**src/rtl/mem_dump_unit_if.sv**
```systemverilog
// Memory-read and UART-tx handshake bundle between mem_dump_unit (master) and its
// surroundings (slave: Data_Memory read port plus UART transmitter).
`timescale 1ns/1ps
interface mem_dump_unit_if #(
    parameter int AB = 11,
    parameter int DB = 16
);
    logic          RdRam;
    logic [AB-1:0] Addr;
    logic [DB-1:0] Mem_Data;
    logic [7:0]    tx_data;
    logic          tx_start;
    logic          tx_done;

    modport master (
        output RdRam, Addr, tx_data, tx_start,
        input  Mem_Data, tx_done
    );

    modport slave (
        input  RdRam, Addr, tx_data, tx_start,
        output Mem_Data, tx_done
    );
endinterface

```
**src/rtl/mem_dump_unit.sv**
```systemverilog
// Walks data memory 0..DEPTH-1 and streams each word MSB-byte-first to a UART transmitter.
// Define MEM_DUMP_CHECKSUM_EN to append an 8-bit XOR of all data bytes after the last word.
`timescale 1ns/1ps
module mem_dump_unit #(
    parameter int AB    = 11,
    parameter int DB    = 16,
    parameter int DEPTH = 101
) (
    input  logic            clk,
    input  logic            rst_n,
    input  logic            start,
    mem_dump_unit_if.master bus,
    output logic            busy,
    output logic            done
);
    localparam int NB = DB / 8;
    localparam int IW = (NB > 1) ? $clog2(NB) : 1;
    localparam logic [AB-1:0] LAST_ADDR = AB'(DEPTH - 1);
    localparam logic [IW-1:0] LAST_IDX  = IW'(NB - 1);

`ifdef MEM_DUMP_CHECKSUM_EN
    typedef enum logic [2:0] {S_IDLE, S_READ, S_WAIT, S_CSUM, S_FIN} state_e;
    logic [7:0]    xor_q;
`else
    typedef enum logic [2:0] {S_IDLE, S_READ, S_WAIT, S_FIN} state_e;
`endif

    state_e        state_q;
    logic          rd_ram_q;
    logic [AB-1:0] addr_q;
    logic [DB-1:0] word_q;
    logic [7:0]    tx_data_q;
    logic          tx_start_q;
    logic [IW-1:0] idx_q;
    logic          busy_q;
    logic          done_q;

    // NOTE: all state is updated with non-blocking assignments so every register
    // samples the pre-edge values of its neighbours, regardless of statement order.
    always_ff @(posedge clk or negedge rst_n) begin
        if (!rst_n) begin
            state_q    <= S_IDLE;
            rd_ram_q   <= 1'b0;
            addr_q     <= '0;
            word_q     <= '0;
            tx_data_q  <= 8'h00;
            tx_start_q <= 1'b0;
            idx_q      <= '0;
            busy_q     <= 1'b0;
            done_q     <= 1'b0;
`ifdef MEM_DUMP_CHECKSUM_EN
            xor_q      <= 8'h00;
`endif
        end else begin
            tx_start_q <= 1'b0;
            done_q     <= 1'b0;
            case (state_q)
                S_IDLE: begin
                    if (start) begin
                        addr_q   <= '0;
                        rd_ram_q <= 1'b1;
                        busy_q   <= 1'b1;
`ifdef MEM_DUMP_CHECKSUM_EN
                        xor_q    <= 8'h00;
`endif
                        state_q  <= S_READ;
                    end
                end
                S_READ: begin
                    rd_ram_q   <= 1'b0;
                    word_q     <= bus.Mem_Data << 8;
                    tx_data_q  <= bus.Mem_Data[DB-1 -: 8];
                    tx_start_q <= 1'b1;
                    idx_q      <= '0;
`ifdef MEM_DUMP_CHECKSUM_EN
                    xor_q      <= xor_q ^ bus.Mem_Data[DB-1 -: 8];
`endif
                    state_q    <= S_WAIT;
                end
                S_WAIT: begin
                    // A tx_done coinciding with our own tx_start belongs to no launched byte.
                    if (bus.tx_done && !tx_start_q) begin
                        if (idx_q != LAST_IDX) begin
                            idx_q      <= idx_q + 1'b1;
                            tx_data_q  <= word_q[DB-1 -: 8];
                            word_q     <= word_q << 8;
                            tx_start_q <= 1'b1;
`ifdef MEM_DUMP_CHECKSUM_EN
                            xor_q      <= xor_q ^ word_q[DB-1 -: 8];
`endif
                        end else if (addr_q != LAST_ADDR) begin
                            addr_q   <= addr_q + 1'b1;
                            rd_ram_q <= 1'b1;
                            state_q  <= S_READ;
                        end else begin
`ifdef MEM_DUMP_CHECKSUM_EN
                            tx_data_q  <= xor_q;
                            tx_start_q <= 1'b1;
                            state_q    <= S_CSUM;
`else
                            state_q    <= S_FIN;
`endif
                        end
                    end
                end
`ifdef MEM_DUMP_CHECKSUM_EN
                S_CSUM: begin
                    if (bus.tx_done && !tx_start_q) state_q <= S_FIN;
                end
`endif
                S_FIN: begin
                    done_q  <= 1'b1;
                    busy_q  <= 1'b0;
                    addr_q  <= '0;
                    state_q <= S_IDLE;
                end
                default: state_q <= S_IDLE;
            endcase
        end
    end

    assign bus.RdRam    = rd_ram_q;
    assign bus.Addr     = addr_q;
    assign bus.tx_data  = tx_data_q;
    assign bus.tx_start = tx_start_q;
    assign busy         = busy_q;
    assign done         = done_q;
endmodule

```
**src/flat_wrapper.sv**
```systemverilog
// flat-port wrapper written by rule: the top's interface ports become plain ports
module mem_dump_unit_flat 
#(
    parameter int AB    = 11,
    parameter int DB    = 16,
    parameter int DEPTH = 101
)
  (clk, rst_n, start, busy, done, bus_RdRam, bus_Addr, bus_tx_data, bus_tx_start, bus_Mem_Data, bus_tx_done);
  mem_dump_unit_if #(.AB(AB), .DB(DB)) bus_i ();
  input  logic clk;
  input  logic rst_n;
  input  logic start;
  output logic busy;
  output logic done;
  output wire logic [$bits(bus_i.RdRam)-1:0] bus_RdRam;
  output wire logic [$bits(bus_i.Addr)-1:0] bus_Addr;
  output wire logic [$bits(bus_i.tx_data)-1:0] bus_tx_data;
  output wire logic [$bits(bus_i.tx_start)-1:0] bus_tx_start;
  input wire logic [$bits(bus_i.Mem_Data)-1:0] bus_Mem_Data;
  input wire logic [$bits(bus_i.tx_done)-1:0] bus_tx_done;
  assign bus_RdRam = bus_i.RdRam;
  assign bus_Addr = bus_i.Addr;
  assign bus_tx_data = bus_i.tx_data;
  assign bus_tx_start = bus_i.tx_start;
  assign bus_i.Mem_Data = bus_Mem_Data;
  assign bus_i.tx_done = bus_tx_done;
  mem_dump_unit #(.AB(AB), .DB(DB), .DEPTH(DEPTH)) u_core (.clk(clk), .rst_n(rst_n), .start(start), .bus(bus_i), .busy(busy), .done(done));
endmodule
```
**config.mk**
```make
export PLATFORM = sky130hd
export DESIGN_NAME = mem_dump_unit_flat
export DESIGN_NICKNAME = d
export VERILOG_FILES = /design/src/rtl/mem_dump_unit_if.sv /design/src/rtl/mem_dump_unit.sv /design/src/flat_wrapper.sv
export SDC_FILE = /design/constraint.sdc
export NUM_CORES = 1
export LEC_CHECK = 0
export ABC_AREA = 1
export CORE_ASPECT_RATIO = 0.7
export CORE_MARGIN = 4
export CORE_UTILIZATION = 40
export CTS_BUF_LIST = sky130_fd_sc_hd__clkbuf_8
export DETAILED_ROUTE_END_ITERATION = 8
export PLACE_DENSITY = 0.78
export SKIP_LAST_GASP = 1
export SYNTH_ARGS = -nofsm -noshare
export SYNTH_HDL_FRONTEND = slang
export SYNTH_SLANG_ARGS = --single-unit
export TNS_END_PERCENT = 5
```
**constraint.sdc**
```tcl
create_clock -name clk -period 3.7 [get_ports clk]
set_input_delay 0.555 -clock clk [delete_from_list [all_inputs] [get_ports clk]]
set_output_delay 0.555 -clock clk [all_outputs]
set_load 0.01 [all_outputs]
```
==> results of run 1 <==
## metrics by stage
stage / utilization / hold WS [ns]
2_1_floorplan: - / 0.259
3_3_place_gp: 0.519 / 0.471
3_5_place_dp: 0.519 / 0.473
4_1_cts: 0.552 / 0.490
5_1_grt: 0.552 / 0.525
6_report: 0.552 / 0.491
## cells in the final DEF, fill, tap and decap left out, types with 2 or more instances in the layout
cell type / instances
sky130_fd_sc_hd__nand2_1: 55
sky130_fd_sc_hd__clkdlybuf4s50_1: 42
sky130_fd_sc_hd__dfrtp_1: 34
sky130_fd_sc_hd__inv_1: 29
sky130_fd_sc_hd__o21ai_0: 25
sky130_fd_sc_hd__nand3_1: 22
sky130_fd_sc_hd__nor2_1: 20
sky130_fd_sc_hd__a21oi_1: 9
sky130_fd_sc_hd__o21ai_1: 8
sky130_fd_sc_hd__ha_1: 8
sky130_fd_sc_hd__clkbuf_8: 6
sky130_fd_sc_hd__nand4_1: 3
sky130_fd_sc_hd__bufinv_16: 2
sky130_fd_sc_hd__buf_4: 2
## layer usage
metal	track usage	share of wire	up-vias
met4	0.0755	0.016	0
met5	0	0	-
met1	0.233	0.49	721
met2	0.224	0.42	48
li1	-	-	827
met3	0.0490	0.072	8
## where the power goes
| part | switching, mW | internal (mW) |
|---|---|---|
| Combinational | 0.429 | 0.289 |
| Sequential | 0.0674 | 0.498 |
| Clock | 0.140 | 0.287 |
| Total | 0.636 | 1.07 |
## final cells by class
cell class / count / area share
inverters: 30 / 0.0469
repair buffers: 44 / 0.181
clock buffers: 6 / 0.0344
flip-flops and latches: 34 / 0.354
multi-input cells: 159 / 0.330
well taps: 55 / 0.0286
clock inverters: 2 / 0.0250
## logic make-up after synthesis
kind of cell,count (synthesis)
compound gates,45
xor+xnor,1
buf+inv,38
fa+ha+maj,8
simple gates,105
flops,34
## tightest hold or removal path, delay by kind of cell (launching register included)
family	cells	cell delay [ns]
flops	1	0.35
compound gates	1	0.06
simple gates	1	0.05
## worst paths after layout
check	from	to	slack, ns
setup / recovery	u_core.state_q[0]	u_core.word_q[8]	1.29
hold / removal	u_core.bus.RdRam	u_core.bus.RdRam	0.49
setup reg to reg	u_core.state_q[0]	u_core.word_q[8]	1.29
hold reg to reg	u_core.bus.RdRam	u_core.bus.RdRam	0.49
max in group asynchronous	rst_n	u_core.bus.RdRam	2.73
min in group asynchronous	rst_n	u_core.bus.tx_data[1]	0.68
## state kept, by name (all words and copies together) (netlist names)
| register | flops |
|---|---|
| u_core.bus.Addr | 11 |
| u_core.done | 1 |
| u_core.busy | 1 |
| u_core.word_q | 8 |
| u_core.state_q | 2 |
| u_core.bus.tx_data | 8 |
| u_core.bus.RdRam | 1 |
| u_core.idx_q | 1 |
| u_core.bus.tx_start | 1 |
==> flow_results.org, run 1 <==
** Logic synthesis
- After synthesis, the share of flip-flops with an asynchronous set or reset is 1.00.
- Count of cell types in the netlist :: 21
- Cell taking the most area after synthesis :: sky130_fd_sc_hd__dfrtp_1
- Post-synthesis compound-gate area fraction :: 0.128
- Area contributors post-synth :: sky130_fd_sc_hd__dfrtp_1 (47%), sky130_fd_sc_hd__nand2_1 (11%), sky130_fd_sc_hd__o21ai_0 (6.9%), sky130_fd_sc_hd__nand3_1 (6.1%), sky130_fd_sc_hd__inv_1 (6.0%)
- Post-synth EDFFs :: 0
- A synthesized cell averages 7.82 um^2.
- Fraction of the mapped netlist area in simple logic gates :: 0.249
- The share of the Yosys chip area taken by registers is 0.471.
- Synthesized instance count :: 231
- Counting every net in the synthesized netlist gives 259.
- Of the post-synthesis cell area, the part taken by muxes is 0.
- Of the total synthesized cell area, the portion taken by XOR and XNOR cells is 0.00485.
- Of the post-synthesis cell area, the dominant cell type holds 0.471.
- Count of warnings emitted by yosys :: 0
- Leading register cell type out of synthesis :: sky130_fd_sc_hd__dfrtp_1
- Of the total synthesized cell area, the portion taken by full adders, half adders and majority gates is 0.0554.
- Dominant combinational cell family by area after synthesis :: simple AND/OR/NAND/NOR gates
- Among all cell types in the netlist, the one instantiated most often is sky130_fd_sc_hd__nand2_1.
- Counting instances in the post-synthesis netlist gives the leading cell types as sky130_fd_sc_hd__nand2_1 (55), sky130_fd_sc_hd__dfrtp_1 (34), sky130_fd_sc_hd__inv_1 (29).
- The mapped netlist covers 0.00181 mm^2.
- The synthesized design contains 34 register bits.

** Layout
- Final std cell area, no fill :: 0.00240 mm^2
- Share of post-route cells with drive strength above 1 :: 0.0582
- The repair_antennas step left the layout with diodes totalling 0.
- Post-Layout Cell Count :: 330
- Multi-input gate area in the final layout :: 793 um^2
- Number of filler cells placed in the layout :: 405
- In the final design database the tool counted 302 nets.
- Area Growth Syn to Fin :: 33.1%
- Reg area :: 851 um^2

** Global routing
- Largest net degree at the start of global routing :: 35
- Vias in the first global route :: 1516
- The initial antenna violation count is 0.
- The first global-routing pass estimated 7.11 mm of wire.
- Overall Global Routing Usage :: 0.163
- Overall overflow remaining after global route :: 0

** Clock tree
- The number of gates resized after CTS was 0.
- The longest clock path from root to sink contains 2 buffers.
- In this run the post-CTS setup repair buffer count came out at 0.
- Root buffer selected by CTS :: sky130_fd_sc_hd__clkbuf_8
- TritonCTS built the clock tree.
- Number of hold buffers added after cts :: 0
- Cts bufs inserted :: 5
- Clock slew at the register clock pins of the worst setup and hold paths :: 0.07 ns
- H-Tree Depth :: 2
- Clock latency on the worst-skew pair :: 0.29 ns
- Clock tree sinks :: 34

** Critical path
- The critical path goes through inv_1 -> ha_1 -> buf_4 -> o21ai_2 -> o21ai_0.
- Measured in cells, the most critical reg-to-reg path has a length of 5.
- Logic depth of the worst path, buffers included :: 5
- The worst setup path is launched from a register.
- Cell class contributing the biggest share of worst-path delay :: compound AO/OA/AOI/OAI gates
- The worst setup path is captured at a register.
- The largest single stage delay on the critical path is 0.83 ns.
- STA puts the critical path data required time at 3.82 ns.
- Worst setup path class :: reg -> reg
- Slowest cell on crit path :: sky130_fd_sc_hd__o21ai_2
- Max FO, Critical Path :: 32
- At the worst endpoint, the arrival time is 2.52 ns.
- Together, buffers and inverters on the worst path number 2.

** Route
- Via-per-instance ratio :: 4.86
- Before antenna repair, the detailed router went through 4 iterations.
- Total DRC errors in the routed layout :: 0
- The detailed router finished its first iteration with 118 violations.
- Post-DR wirelength/cell :: 13.0 um
- The detail route stage leaves a number of antenna-violating nets equal to 0.
- Summed over all layers, the routed wires come to 4.28 mm.
- Via count :: 1604

** Die
- The die covers 0.00567 mm^2.
- The floorplan has 20 rows.
- Num ports :: 43
- Height of the chip :: 64.2 um
- Core area :: 0.00435 mm^2
- The die is 88.3 um wide.
- Starting Density :: 0.415

** STA
- Transition time of the tightest slew-check pin :: 1.03 ns
- Dividing the final minimum period by the clock period gives 0.650.
- For this run, the top clock speed supported by timing is 415 MHz.
- Setup repair after global routing missed its margin :: false
- Setup TNS after final layout :: 0 ns
- On the final layout, the worst clock skew is 0.00214 ns.
- Number of hold violations in the final report :: 0
- The count of pins over their slew limit is 0.
- Tightest slew margin relative to the limit :: 0.310
- Fin crit period :: 2.41 ns
- Final setup slack of the worst path :: 1.29 ns
- Setup violations remaining at the end of the flow were counted as 0.

** Status
- The run finished with clean final reports.

** Min path
- Hold path depth :: 2
- In this run the worst hold path is classified as reg -> reg.

** Pwr
- Power density cells :: 711 mW/mm^2
- The analysis attributes to cell leakage a power of 1.07 nW.
- IR drop worst, VDD :: 0.343 mV
- Power comes to 1.71 mW.

** Placed design
- Pre-CTS setup slack :: 1.32 ns
- Post-Place Cells :: 322
- Once placement finished, the instance area stood at 0.00226 mm^2.
- At the end of routability-driven placement, the weighted congestion stood at 0.837.
- Final HPWL DP :: 3.06 mm
- Number of port buffers :: 42

** Run
- Max-cap violations in this run came to 0.
No activity file was read; power rests on OpenSTA's default activity.
==> run 2, diff against run 1 <==
clock period = 2.4 ns   (was 3.7 ns; I/O delays follow)
==> flow_results.org, run 2 (synthesis results as in run 1) <==
** Status
- Result of the run :: finished, final reports clean (unchanged)

** Route
- Post-DR wirelength/cell :: 12.5 um (was 13.0 um)
- Via count :: 1606 (was 1604)
- The detail-routed via count per cell is 4.85 (was 4.86).
- First DRT Iteration DRCs :: 108 (was 118)
- Total iterations of the first detailed-routing run :: 5 (was 4)
- The number of remaining DRC errors is 0 (unchanged).
- Routed WL :: 4.13 mm (was 4.28 mm)
- Number of nets still failing antenna checks after routing :: 0 (unchanged)

** Global routing
- The initial antenna violation count came to 0 (unchanged).
- Overall Global Routing Usage :: 0.166 (was 0.163)
- Largest net degree at the start of global routing :: 35 (unchanged)
- Overall overflow remaining after global route :: 0 (unchanged)
- The via count of the first global-routing pass was 1572 (was 1516).
- The wire length of the first global-routing pass came to 7.38 mm (was 7.11 mm).

** Critical path
- The kind of start point of the critical path is a register (unchanged).
- The critical setup path kind was reg -> reg (unchanged).
- Flop-to-flop setup slack :: 0.38 ns (was 1.29 ns)
- Kind of end point of the critical path :: register (unchanged)
- Endpoint required time on the critical path :: 2.56 ns (was 3.82 ns)
- Max FO, Critical Path :: 22 (was 32)
- Reg-to-reg startpoint :: u_core.state_q[0] (unchanged)
- Number of cells on the worst reg-to-reg path :: 8 (was 5)
- Data arrival, critical path :: 2.18 ns (was 2.52 ns)
- R2R Path End :: u_core.bus.Addr[8] (was u_core.word_q[8])

** Placed design
- Final HPWL DP :: 2.90 mm (was 3.06 mm)
- Pre-CTS setup slack :: 0.355 ns (was 1.32 ns)
- The final weighted congestion of routability-driven global placement was 0.838 (was 0.837).
- Cell area after placement :: 0.00227 mm^2 (was 0.00226 mm^2)
- Number of port buffers :: 42 (unchanged)
- Post-Place Cells :: 323 (was 322)

** Pwr
- The overall power after layout came to 2.63 mW (was 1.71 mW).
- The maximum vdd ir drop was 0.549 mV (was 0.343 mV).
- Power density cells :: 1090 mW/mm^2 (was 711 mW/mm^2)
- Leakage power summed over all cells :: 1.08 nW (was 1.07 nW)

** STA
- The setup-violating endpoint count in the final report came to 0 (unchanged).
- Worst clock skew :: 0.00640 ns (was 0.00214 ns)
- Setup repair after global routing missed its margin: false (unchanged).
- Highest attainable clock frequency :: 495 MHz (was 415 MHz)
- The final critical path time including I/O delays and setup was 2.02 ns (was 2.41 ns).
- The headroom to the max-slew limit is 0.316 (was 0.310).
- Setup TNS after final layout :: 0 ns (unchanged)
- The final number of hold-violating endpoints came to 0 (unchanged).
- Final setup slack of the worst path :: 0.382 ns (was 1.29 ns)
- Transition time of the tightest slew-check pin :: 1.03 ns (about the same)
- The count of pins over their slew limit came to 0 (unchanged).
- The portion of the clock cycle consumed by the worst path in the final layout is 0.841 (was 0.650).

** Layout
- Most common cell after layout, fill and taps aside :: sky130_fd_sc_hd__nand2_1 (unchanged)
- Post-layout net count :: 303 (was 302)
- The layout overhead on the synthesized area came to 33.5% (was 33.1%).
- The final standard cell area without fillers is 0.00241 mm^2 (was 0.00240 mm^2).
- Max FFs per register :: 11 (unchanged)
- The antenna cell count was 0 (unchanged).
- The filler-free cell count of the finished design came to 331 (was 330).
- Commonest cells after routing, fill and taps aside :: sky130_fd_sc_hd__nand2_1 (55), sky130_fd_sc_hd__clkdlybuf4s50_1 (42), sky130_fd_sc_hd__dfrtp_1 (34), sky130_fd_sc_hd__inv_1 (29), sky130_fd_sc_hd__o21ai_0 (25) (unchanged)
- Share of post-route cells with drive strength above 1 :: 0.0616 (was 0.0582)

** Die
- The horizontal die dimension is 88.3 um (unchanged).
- The placement row count came to 20 (unchanged).
- The overall die area is 0.00567 mm^2 (unchanged).
- The starting density of the core came to 0.415 (unchanged).
- The number of top-level pins was 43 (unchanged).
- The core region area came to 0.00435 mm^2 (unchanged).
- The overall die height was 64.2 um (unchanged).

** Clock tree
- The clock transition at the registers of the reported paths was 0.07 ns (about the same).
- The clock latency of the later-clocked register in the worst-skew pair was 0.29 ns (about the same).
- Root buffer selected by CTS :: sky130_fd_sc_hd__clkbuf_8 (unchanged)
- Max clock buf depth :: 2 (unchanged)
- H-Tree Depth :: 2 (unchanged)
- The clock sink total was 34 (unchanged).
- The post-cts sizing count came to 0 (unchanged).
- Number of hold buffers added after cts :: 0 (unchanged)
- Cts bufs inserted :: 5 (unchanged)
- The clock tree from TritonCTS is yes (unchanged).
- Number of post-CTS setup repair buffers :: 0 (unchanged)

** Run
- Max-cap violation count :: 0 (unchanged)

** Min path
- Hold Crit Class :: in -> async (was reg -> reg)
run 2: changes by cell type in the layout (fill, tap and decap cells not counted), sizes merged:
cell,before,now
buf,2,3
run 2: cell type report:
| type | instances | area [um^2] |
|---|---|---|
| fillers | 418 | 1940 |
| inverters | 30 | 113 |
| flip-flops and latches | 34 | 851 |
| multi-input cells | 159 | 793 |
| repair buffers | 45 | 443 |
| clock inverters | 2 | 60.1 |
| clock buffers | 6 | 82.6 |
| well taps | 55 | 68.8 |
run 2: report_power, final:
part / leakage [nW] / total [mW] / internal, mW / switching [mW]
sequential: 0.428 / 0.869 / 0.768 / 0.101
clock: 0.0714 / 0.657 / 0.443 / 0.214
combinational: 0.576 / 1.11 / 0.452 / 0.653
run 2: worst max-delay path by stage:
| stage | start | end | slack, ns | depth (start not counted) |
|---|---|---|---|---|
| 4_1_cts | u_core.state_q[0] | u_core.word_q[15] | 0.35 | 5 |
| 6_report | u_core.state_q[0] | u_core.bus.Addr[8] | 0.38 | 8 |
| 5_1_grt | u_core.state_q[0] | u_core.word_q[15] | 0.02 | 5 |
| 2_1_floorplan | u_core.state_q[0] | u_core.bus.Addr[5] | 0.88 | 9 |
| 3_3_place_gp | u_core.state_q[0] | u_core.bus.Addr[8] | 0.45 | 8 |
| 3_5_place_dp | u_core.state_q[0] | u_core.bus.Addr[8] | 0.36 | 8 |
run 2: critical path, stage by stage (launching register included):
cell and delay [ns]:
sky130_fd_sc_hd__dfrtp_1 0.44, sky130_fd_sc_hd__inv_1 0.14, sky130_fd_sc_hd__ha_1 0.24, sky130_fd_sc_hd__buf_4 0.22
sky130_fd_sc_hd__inv_2 0.14, sky130_fd_sc_hd__nor3_2 0.14, sky130_fd_sc_hd__nand3_2 0.11, sky130_fd_sc_hd__nand2_2 0.31
sky130_fd_sc_hd__o21ai_0 0.15
run 2: metrics by stage:
| stage | hold WS (ns) | util |
|---|---|---|
| 2_1_floorplan | 0.0644 | - |
| 3_3_place_gp | 0.485 | 0.521 |
| 3_5_place_dp | 0.487 | 0.521 |
| 4_1_cts | 0.497 | 0.554 |
| 5_1_grt | 0.517 | 0.554 |
| 6_report | 0.480 | 0.554 |
run 2: metal layers:
layer	routed length [um]	GRT usage	vias up
met4	34	0.0434	0
met5	0	0	-
met2	1720	0.228	36
met1	2140	0.243	741
li1	-	-	825
met3	236	0.0619	4
